==> src/rtl/seqdet_feeder_ctrl_if.sv <==
// Handshake and detector-side signal bundle for seqdet_feeder_ctrl.
// The slave modport is the controller; the master modport is the surrounding system.
interface seqdet_feeder_ctrl_if #(
  parameter int WORD_WIDTH  = 8,
  parameter int COUNT_WIDTH = 8
);
  logic                   in_valid;
  logic                   in_ready;
  logic [WORD_WIDTH-1:0]  in_data;
  logic                   no_clear;
  logic                   det_reset;
  logic                   det_update;
  logic                   det_value;
  logic                   det_detected;
  logic                   result_valid;
  logic                   result_ready;
  logic                   result_hit;
  logic [COUNT_WIDTH-1:0] hit_count;
  logic                   cnt_clear;
  logic                   busy;

  modport slave (
    input  in_valid, in_data, no_clear, det_detected, result_ready, cnt_clear,
    output in_ready, det_reset, det_update, det_value, result_valid, result_hit,
           hit_count, busy
  );

  modport master (
    output in_valid, in_data, no_clear, det_detected, result_ready, cnt_clear,
    input  in_ready, det_reset, det_update, det_value, result_valid, result_hit,
           hit_count, busy
  );
endinterface

==> src/rtl/seqdet_feeder_ctrl.sv <==
// Feeds parallel words MSB-first into a serial sequence detector, then reports
// the sampled sticky detect flag per word and keeps a saturating hit counter.
module seqdet_feeder_ctrl #(
  parameter int WORD_WIDTH  = 8,
  parameter int GAP         = 0,
  parameter int COUNT_WIDTH = 8
) (
  input  logic                clk,
  input  logic                reset,
  seqdet_feeder_ctrl_if.slave bus
);

  localparam int IDX_W = (WORD_WIDTH > 1) ? $clog2(WORD_WIDTH) : 1;
  localparam int GAP_W = (GAP > 0) ? $clog2(GAP + 1) : 1;
  localparam logic [IDX_W-1:0] IDX_LAST = IDX_W'(WORD_WIDTH - 1);
  localparam logic [GAP_W-1:0] GAP_LOAD = GAP_W'(GAP);

  typedef enum logic [2:0] {
    S_IDLE,
    S_CLEAR,
    S_SHIFT,
    S_SETTLE,
    S_RESULT
  } state_e;

  state_e                 state_q, state_d;
  logic [WORD_WIDTH-1:0]  shreg_q, shreg_d;
  logic [IDX_W-1:0]       idx_q, idx_d, idx_m1;
  logic [GAP_W-1:0]       gap_q, gap_d;
  logic                   in_ready_q, in_ready_d;
  logic                   busy_q, busy_d;
  logic                   det_reset_q, det_reset_d;
  logic                   det_update_q, det_update_d;
  logic                   det_value_q, det_value_d;
  logic                   result_valid_q, result_valid_d;
  logic                   result_hit_q, result_hit_d;
  logic [COUNT_WIDTH-1:0] hit_count_q, hit_count_d;
  logic                   handshake;

  assign idx_m1    = idx_q - IDX_W'(1);
  assign handshake = result_valid_q && bus.result_ready;

  // NOTE: state registers use non-blocking assignments so every flop samples
  // the pre-edge value of every other flop, regardless of block ordering.
  always_ff @(posedge clk or posedge reset) begin
    if (reset) begin
      state_q        <= S_IDLE;
      shreg_q        <= '0;
      idx_q          <= '0;
      gap_q          <= '0;
      in_ready_q     <= 1'b1;
      busy_q         <= 1'b0;
      det_reset_q    <= 1'b1;
      det_update_q   <= 1'b0;
      det_value_q    <= 1'b0;
      result_valid_q <= 1'b0;
      result_hit_q   <= 1'b0;
      hit_count_q    <= '0;
    end else begin
      state_q        <= state_d;
      shreg_q        <= shreg_d;
      idx_q          <= idx_d;
      gap_q          <= gap_d;
      in_ready_q     <= in_ready_d;
      busy_q         <= busy_d;
      det_reset_q    <= det_reset_d;
      det_update_q   <= det_update_d;
      det_value_q    <= det_value_d;
      result_valid_q <= result_valid_d;
      result_hit_q   <= result_hit_d;
      hit_count_q    <= hit_count_d;
    end
  end

  // Outputs are registered: each _d describes what the next state must drive.
  // NOTE: every _d gets a default first, so no path leaves one unassigned and
  // no latch is inferred.
  always_comb begin
    state_d        = state_q;
    shreg_d        = shreg_q;
    idx_d          = idx_q;
    gap_d          = gap_q;
    det_reset_d    = 1'b0;
    det_update_d   = 1'b0;
    det_value_d    = det_value_q;
    result_valid_d = result_valid_q;
    result_hit_d   = result_hit_q;

    unique case (state_q)
      S_IDLE: begin
        if (bus.in_valid && in_ready_q) begin
          shreg_d = bus.in_data;
          idx_d   = IDX_LAST;
          if (bus.no_clear) begin
            state_d      = S_SHIFT;
            det_update_d = 1'b1;
            det_value_d  = bus.in_data[WORD_WIDTH-1];
            gap_d        = GAP_LOAD;
          end else begin
            state_d     = S_CLEAR;
            det_reset_d = 1'b1;
          end
        end
      end
      S_CLEAR: begin
        state_d      = S_SHIFT;
        det_update_d = 1'b1;
        det_value_d  = shreg_q[idx_q];
        gap_d        = GAP_LOAD;
      end
      S_SHIFT: begin
        if (gap_q != '0) begin
          gap_d = gap_q - GAP_W'(1);
        end else if (idx_q == '0) begin
          state_d = S_SETTLE;
        end else begin
          idx_d        = idx_m1;
          det_update_d = 1'b1;
          det_value_d  = shreg_q[idx_m1];
          gap_d        = GAP_LOAD;
        end
      end
      S_SETTLE: begin
        // The flag was registered on the last update edge, so it is valid now.
        state_d        = S_RESULT;
        result_valid_d = 1'b1;
        result_hit_d   = bus.det_detected;
      end
      S_RESULT: begin
        if (bus.result_ready) begin
          state_d        = S_IDLE;
          result_valid_d = 1'b0;
        end
      end
      default: state_d = S_IDLE;
    endcase

    in_ready_d = (state_d == S_IDLE);
    busy_d     = (state_d != S_IDLE);

    // Clear beats a coincident increment; the count sticks at all-ones.
    hit_count_d = hit_count_q;
    if (bus.cnt_clear) begin
      hit_count_d = '0;
    end else if (handshake && result_hit_q && !(&hit_count_q)) begin
      hit_count_d = hit_count_q + COUNT_WIDTH'(1);
    end
  end

  assign bus.in_ready     = in_ready_q;
  assign bus.busy         = busy_q;
  assign bus.det_reset    = det_reset_q;
  assign bus.det_update   = det_update_q;
  assign bus.det_value    = det_value_q;
  assign bus.result_valid = result_valid_q;
  assign bus.result_hit   = result_hit_q;
  assign bus.hit_count    = hit_count_q;

endmodule

==> src/flat_wrapper.sv <==
// flat-port wrapper written by rule: the top's interface ports become plain ports
module seqdet_feeder_ctrl_flat 
#(
  parameter int WORD_WIDTH  = 8,
  parameter int GAP         = 0,
  parameter int COUNT_WIDTH = 8
)
  (clk, reset, bus_in_valid, bus_in_data, bus_no_clear, bus_det_detected, bus_result_ready, bus_cnt_clear, bus_in_ready, bus_det_reset, bus_det_update, bus_det_value, bus_result_valid, bus_result_hit, bus_hit_count, bus_busy);
  seqdet_feeder_ctrl_if #(.WORD_WIDTH(WORD_WIDTH), .COUNT_WIDTH(COUNT_WIDTH)) bus_i ();
  input  logic clk;
  input  logic reset;
  input wire logic [$bits(bus_i.in_valid)-1:0] bus_in_valid;
  input wire logic [$bits(bus_i.in_data)-1:0] bus_in_data;
  input wire logic [$bits(bus_i.no_clear)-1:0] bus_no_clear;
  input wire logic [$bits(bus_i.det_detected)-1:0] bus_det_detected;
  input wire logic [$bits(bus_i.result_ready)-1:0] bus_result_ready;
  input wire logic [$bits(bus_i.cnt_clear)-1:0] bus_cnt_clear;
  output wire logic [$bits(bus_i.in_ready)-1:0] bus_in_ready;
  output wire logic [$bits(bus_i.det_reset)-1:0] bus_det_reset;
  output wire logic [$bits(bus_i.det_update)-1:0] bus_det_update;
  output wire logic [$bits(bus_i.det_value)-1:0] bus_det_value;
  output wire logic [$bits(bus_i.result_valid)-1:0] bus_result_valid;
  output wire logic [$bits(bus_i.result_hit)-1:0] bus_result_hit;
  output wire logic [$bits(bus_i.hit_count)-1:0] bus_hit_count;
  output wire logic [$bits(bus_i.busy)-1:0] bus_busy;
  assign bus_i.in_valid = bus_in_valid;
  assign bus_i.in_data = bus_in_data;
  assign bus_i.no_clear = bus_no_clear;
  assign bus_i.det_detected = bus_det_detected;
  assign bus_i.result_ready = bus_result_ready;
  assign bus_i.cnt_clear = bus_cnt_clear;
  assign bus_in_ready = bus_i.in_ready;
  assign bus_det_reset = bus_i.det_reset;
  assign bus_det_update = bus_i.det_update;
  assign bus_det_value = bus_i.det_value;
  assign bus_result_valid = bus_i.result_valid;
  assign bus_result_hit = bus_i.result_hit;
  assign bus_hit_count = bus_i.hit_count;
  assign bus_busy = bus_i.busy;
  seqdet_feeder_ctrl #(.WORD_WIDTH(WORD_WIDTH), .GAP(GAP), .COUNT_WIDTH(COUNT_WIDTH)) u_core (.clk(clk), .reset(reset), .bus(bus_i));
endmodule
==> config.mk <==
export PLATFORM = sky130hd
export DESIGN_NAME = seqdet_feeder_ctrl_flat
export DESIGN_NICKNAME = d
export VERILOG_FILES = /design/src/rtl/seqdet_feeder_ctrl_if.sv /design/src/rtl/seqdet_feeder_ctrl.sv /design/src/flat_wrapper.sv
export SDC_FILE = /design/constraint.sdc
export NUM_CORES = 1
export LEC_CHECK = 0
export BUFFER_PORTS_ARGS = -buffer_cell sky130_fd_sc_hd__buf_2
export CAP_MARGIN = 20
export CELL_PAD_IN_SITES_DETAIL_PLACEMENT = 1
export CELL_PAD_IN_SITES_GLOBAL_PLACEMENT = 1
export CORE_MARGIN = 2
export CORE_UTILIZATION = 35
export CTS_CLUSTER_SIZE = 14
export DETAILED_ROUTE_END_ITERATION = 7
export GPL_TIMING_DRIVEN = 0
export PLACE_DENSITY = 0.73
export SLEW_MARGIN = 20
export SYNTH_ARGS = -nofsm -noshare
export SYNTH_HDL_FRONTEND = slang
export SYNTH_SLANG_ARGS = --single-unit
==> constraint.sdc <==
create_clock -name clk -period 1.7 [get_ports clk]
set_input_delay 0.255 -clock clk [delete_from_list [all_inputs] [get_ports clk]]
set_output_delay 0.255 -clock clk [all_outputs]
set_load 0.02 [all_outputs]
---- Yosys cells after proc, flatten, opt, wreduce, memory -nomap -nowiden ----
Cells that the tools add are included.
storage, ports and cells
  flip-flop bits (word level) ............. 30
  bits of input ports ..................... 15
  output and inout port bits .............. 15
cells by class
  $add $sub $neg .......................... 3
  order comparisons ....................... 2
  eq/ne operators ......................... 9
  muxes and demuxes ....................... 35
  reduce and logical (&&, ||, !) cells .... 19
operators with widths
  kind                                                                   count
  3-bit two-way mux                                                      7
  1-bit two-way mux                                                      17
  8-bit two-way mux                                                      2
  3-bit case mux with 5 select lines                                     1
  3-bit zero test                                                        3
  1-bit case mux with 3 select lines                                     3
  8-bit by 1-bit adder with 8-bit output, second input constant          1
  3-bit by 4-bit < comparator with 1-bit output, second input constant   2
  2-bit != test, second input constant                                   4
  8-bit AND reduction                                                    1
  1-bit binary-select mux with 3-bit select                              2
  3-bit by 2-bit equality test with 1-bit output, second input constant  2
  3-bit case mux with 2 select lines                                     1
  2-bit nonzero test                                                     3
  3-bit nonzero test                                                     2
  5-bit AND reduction                                                    1
  1-bit logical AND                                                      4
  2-bit AND reduction                                                    2
  4-bit AND reduction                                                    1
  3-bit by 1-bit equality test with 1-bit output, second input constant  1
  3-bit equality test, second input constant                             1
  3-bit AND reduction                                                    1
  3-bit by 1-bit subtractor with 3-bit output, second input constant     1
  2-bit two-way mux                                                      1
  4 further kinds                                                        4

---- Longest topological paths before layout ----
  word-level depth ........................ 6
  mapped depth ............................ 7
  depth with buffers taken out ............ 6

---- Worst setup path after synthesis ----
OpenSTA, ideal clock, no wires.
  path type ............................... register -> register
  start point ............................. reg u_core.hit_count_q[0], in the netlist u_core.bus.hit_count[0]
  end point ............................... reg u_core.hit_count_q[5], in the netlist u_core.bus.hit_count[5]
  setup time .............................. 0.078 ns
  arrival time ............................ 1.728 ns
  required time ........................... 1.622 ns
  slack ................................... -0.105 ns
  cell stages (with the launch flop) ...... 6
  path buffers ............................ 0
  clock period less this slack ............ 1.805 ns
  cell sequence ........................... dfrtp_1 -> ha_1 -> and3_1 -> a21o_1 -> or4_1 -> a21oi_1
between the ends
  cells in the longest elaborated chain, start to end .. 4
RTL lines
  item                                                                            line                      text
  start: declaration                                                              seqdet_feeder_ctrl.sv:37  logic [COUNT_WIDTH-1:0] hit_count_q, hit_count_d;
  start signal: assignment                                                        seqdet_feeder_ctrl.sv:71  hit_count_q <= hit_count_d;
  branches (longest 4 deep; another with 8-bit by 1-bit adder with 8-bit output)  n/a
Parallel ways; which one is timed is not known. The select of a mux whose other input is x is not followed.
A chain may end at the register's enable or synchronous reset.

---- Final worst setup path ----
  start point ............................. reg u_core.idx_q[0]
  end point ............................... reg u_core.det_value_q, in the netlist u_core.bus.det_value
between the ends
  cells in the longest elaborated chain, start to end .. 6
RTL lines
  item                                         line                       text
  start: declaration                           seqdet_feeder_ctrl.sv:28   logic [IDX_W-1:0] idx_q, idx_d, idx_m1;
  start signal: assignment                     seqdet_feeder_ctrl.sv:62   idx_q <= idx_d;
  3-bit by 1-bit subtractor with 3-bit output  seqdet_feeder_ctrl.sv:40   assign idx_m1 = idx_q - IDX_W'(1);
  1-bit binary-select mux with 3-bit select    seqdet_feeder_ctrl.sv:119  det_value_d = shreg_q[idx_m1];
  1-bit two-way mux (not written as such)      seqdet_feeder_ctrl.sv:119
  1-bit two-way mux                            seqdet_feeder_ctrl.sv:114  end else if (idx_q == '0) begin
  1-bit two-way mux                            seqdet_feeder_ctrl.sv:112  if (gap_q != '0) begin
  1-bit case mux with 3 select lines           seqdet_feeder_ctrl.sv:89   unique case (state_q)
  end signal: assignment                       seqdet_feeder_ctrl.sv:68   det_value_q <= det_value_d;
  end: declaration                             seqdet_feeder_ctrl.sv:34   logic det_value_q, det_value_d;
Several ways; a longest one is shown, not always the timed one. The select of a mux whose other input is x is not followed.

==> impl_metrics.csv <==
group,metric,value,unit
yosys,synth_cell_type_count,42,
route,viasPerCell,5.22,
yosys,async_reset_ff_share,100,%
yosys,yosys-top-cells-area,"dfrtp_1, nand2_1, mux4_1",
layout,area_delta_synth_final,26.1,%
yosys,synth_edf_count,0,
placement,dp.cells,222,
cts,cts_buffers,5,
setup_path,rrSetupSlack,-0.08,ns
yosys,synth_top_area_share,45.4,%
yosys,synth_seq_cells,29,
setup_path,worstPathCellList,"buf_6 -> inv_6 -> ha_4 -> mux4_2 -> mux2_4 -> a221oi_2 -> a31oi_1",
timing,relSlewSlack,58.6,%
layout,layout.nets,201,
route,drcViolationCount,0,
setup_path,worst-setup-path-type,"flop to flop",
global_routing,grt_use_total,16.7,%
yosys,synth_compound_area_share,10.9,%
global_routing,grt_overflow,0,
layout,layout-drive-gt1-share,33.2,%
timing,slew_viol_final,0,
yosys,syn_inst,144,
pwr,total_power,3.24,mW
setup_path,endpoint_kind,"flop",
yosys,ys.flop_type,"dfrtp_1",
yosys,synth_nets,162,
yosys,syn_avg_cell_area,10.3,um2
setup_path,critical-path-top-delay-family,"multiplexers",
cts,cts-htree-levels,2,
global_routing,grt_pass1_vias,1334,
pwr,power_leakage,0.888,nW
placement,hpwl,2650,um
yosys,synth_xor_xnor_area_share,3.53,%
setup_path,crit_buf_inv,2,
route,dr.pass1.iters,4,
timing,setup-violations-final,1,
timing,fin_ws,-0.0757,ns
yosys,synth_mux_area_share,9.24,%
setup_path,start_kind,"flop",
hold_path,min_path_type,"input pin to async pin",
timing,rsz0062_at_grt,"true",
pwr,power_density,1720,nW/um2
global_routing,grt_max_degree,30,
yosys,yosysWarnings,0,
die,dieWidth,69.2,um
outcome,violations,"setup timing",
global_routing,grt_pass1_wl,6350,um
cts,clk_pin_slew,0.07,ns
route,avgRoutedWirePerCell,15.1,um
die,die_area,4790,um2
setup_path,crit_slowest_cell,"dfrtp_1",
cts,cts_tree,"yes",
cts,hold_buffers,0,
yosys,yosys.area_share.simple,20.1,%
die,dieHeight,69.2,um
layout,final_cells,234,
yosys,synth_top_family_by_area,"simple AND/OR/NAND/NOR gates",
timing,period_share,104,%
yosys,synth_most_common_cell,"nand2_1",
timing,fin_crit,1.78,ns
timing,hold_viol_final,0,
die,num_rows,23,
die,ios,30,
route,vias,1221,
run,cap_violations,0,
setup_path,arrival,1.94,ns
yosys,synthAdderAreaFrac,2.52,%
global_routing,antenna_found_initial,0,
cts,cts_buffer_depth,2,
die,initial_utilization,36.7,%
yosys,yosysSeqAreaShare,48.9,%
die,core,4060,um2
route,drtIter0Drc,76,
timing,skew,0.00389,ns
placement,gp_congestion,0.784,
cts,clockRootBuffer,"clkbuf_8",
placement,pre_cts_ws,-0.0991,ns
pwr,peakVddDrop,0.767,mV
setup_path,worstPathRequired,1.87,ns
timing,tightest_slew,0.620,ns
route,wl,3540,um
placement,port_buffers,28,
outcome,status,"complete, but fails checks",
yosys,ys_top_cells_by_count,"nand2_1, dfrtp_1, nor2_1, inv_1",
layout,diodes,0,
setup_path,cp_max_fo,5,
yosys,post-synth-top-area-cell,"dfrtp_1",
setup_path,slowest_delay,0.34,ns
cts,insertion_delay,0.29,ns
timing,max_freq,0.563,GHz
yosys,mappedNetlistArea,1490,um2
cts,cts.sinks,29,
route,ant_nets,0,
logic make-up after synthesis:
family / after synthesis
AOI/OAI and AO/OA: 22
and+or+nand+nor: 63
buffers and inverters: 14
DFF: 29
muxes: 7
adders and majority gates: 3
xor gates and xnor gates: 6
sequential cells by signal, summed over array words and instances, names as in the netlist:
register                 count
u_core.bus.result_valid      1
u_core.bus.det_value         1
u_core.idx_q                 3
u_core.bus.in_ready          1
u_core.bus.det_update        1
u_core.bus.result_hit        1
u_core.shreg_q               8
u_core.bus.hit_count         8
u_core.bus.det_reset         1
u_core.bus.busy              1
u_core.state_q               3
per-layer routing:
layer  share of wire (%)  GRT usage, %  vias to the layer above
li1                    -             -                      590
met5                   0             0                        -
met3                 4.5          5.52                        3
met1                  43          19.4                      601
met4                 1.2          5.01                        0
met2                  52          29.1                       27
what timing repair did:
action                                 in CTS  in global routing
pin swaps                                   1                  0
setup endpoints to repair                   3                 15
endpoints found under the hold margin       0                  0
buffers inserted                            4                  1
resized for setup                           1                  6
where the power goes:
group          total, mW  internal [mW]  switching [mW]
Combinational       1.48          0.724           0.756
Sequential          1.12          0.941           0.179
Clock              0.635          0.365           0.270
Total               3.24           2.03            1.20
layout make-up:
type                       instances  area [um2]
inverter                           8        35.0
sequential                        29         731
timing repair buffer              33         178
clock inverter                     1        5.00
buffer                             5        37.5
multi-input combinational        101         733
tap                               50        62.6
clock buffer                       7        96.3
fill                             476        2180
per-stage QoR:
step	TNS (ns)	hold slack, ns	util [%]	cell area (um2)
3_3_place_gp	-0.0724	0.428	42.4	1720
2_1_floorplan	-0.0131	0.288	-	1520
6_report	-0.0757	0.0400	46.3	1880
5_1_grt	-0.656	0.0734	46.3	1880
4_1_cts	-0.0970	0.117	45.6	1850
3_5_place_dp	-0.167	0.427	42.4	1720
final timing paths:
kind,start,endpoint,depth (start not counted)
setup / recovery,u_core.idx_q[0],u_core.bus.det_value,7
hold / removal,reset,u_core.bus.hit_count[2],2
setup reg to reg,u_core.idx_q[0],u_core.bus.det_value,7
hold reg to reg,u_core.shreg_q[2],u_core.shreg_q[2],2
max in group asynchronous,reset,u_core.bus.hit_count[0],2
min in group clk,bus_no_clear,u_core.bus.det_reset,2
layout by cell type (no fill, tap or decap), types with 3 or more instances in the layout:
| master | synthesis | final |
|---|---|---|
| a21oi_1 | 5 | 4 |
| and4_1 | 3 | 3 |
| buf_2 | 0 | 28 |
| buf_4 | 1 | 6 |
| clkbuf_8 | 0 | 7 |
| dfrtp_1 | 27 | 25 |
| inv_1 | 8 | 5 |
| mux4_1 | 4 | 3 |
| nand2_1 | 31 | 31 |
| nand3_1 | 3 | 3 |
| nor2_1 | 10 | 10 |
| or3_1 | 3 | 3 |
| xnor2_1 | 5 | 5 |
Power figures use the tool's default switching activity.
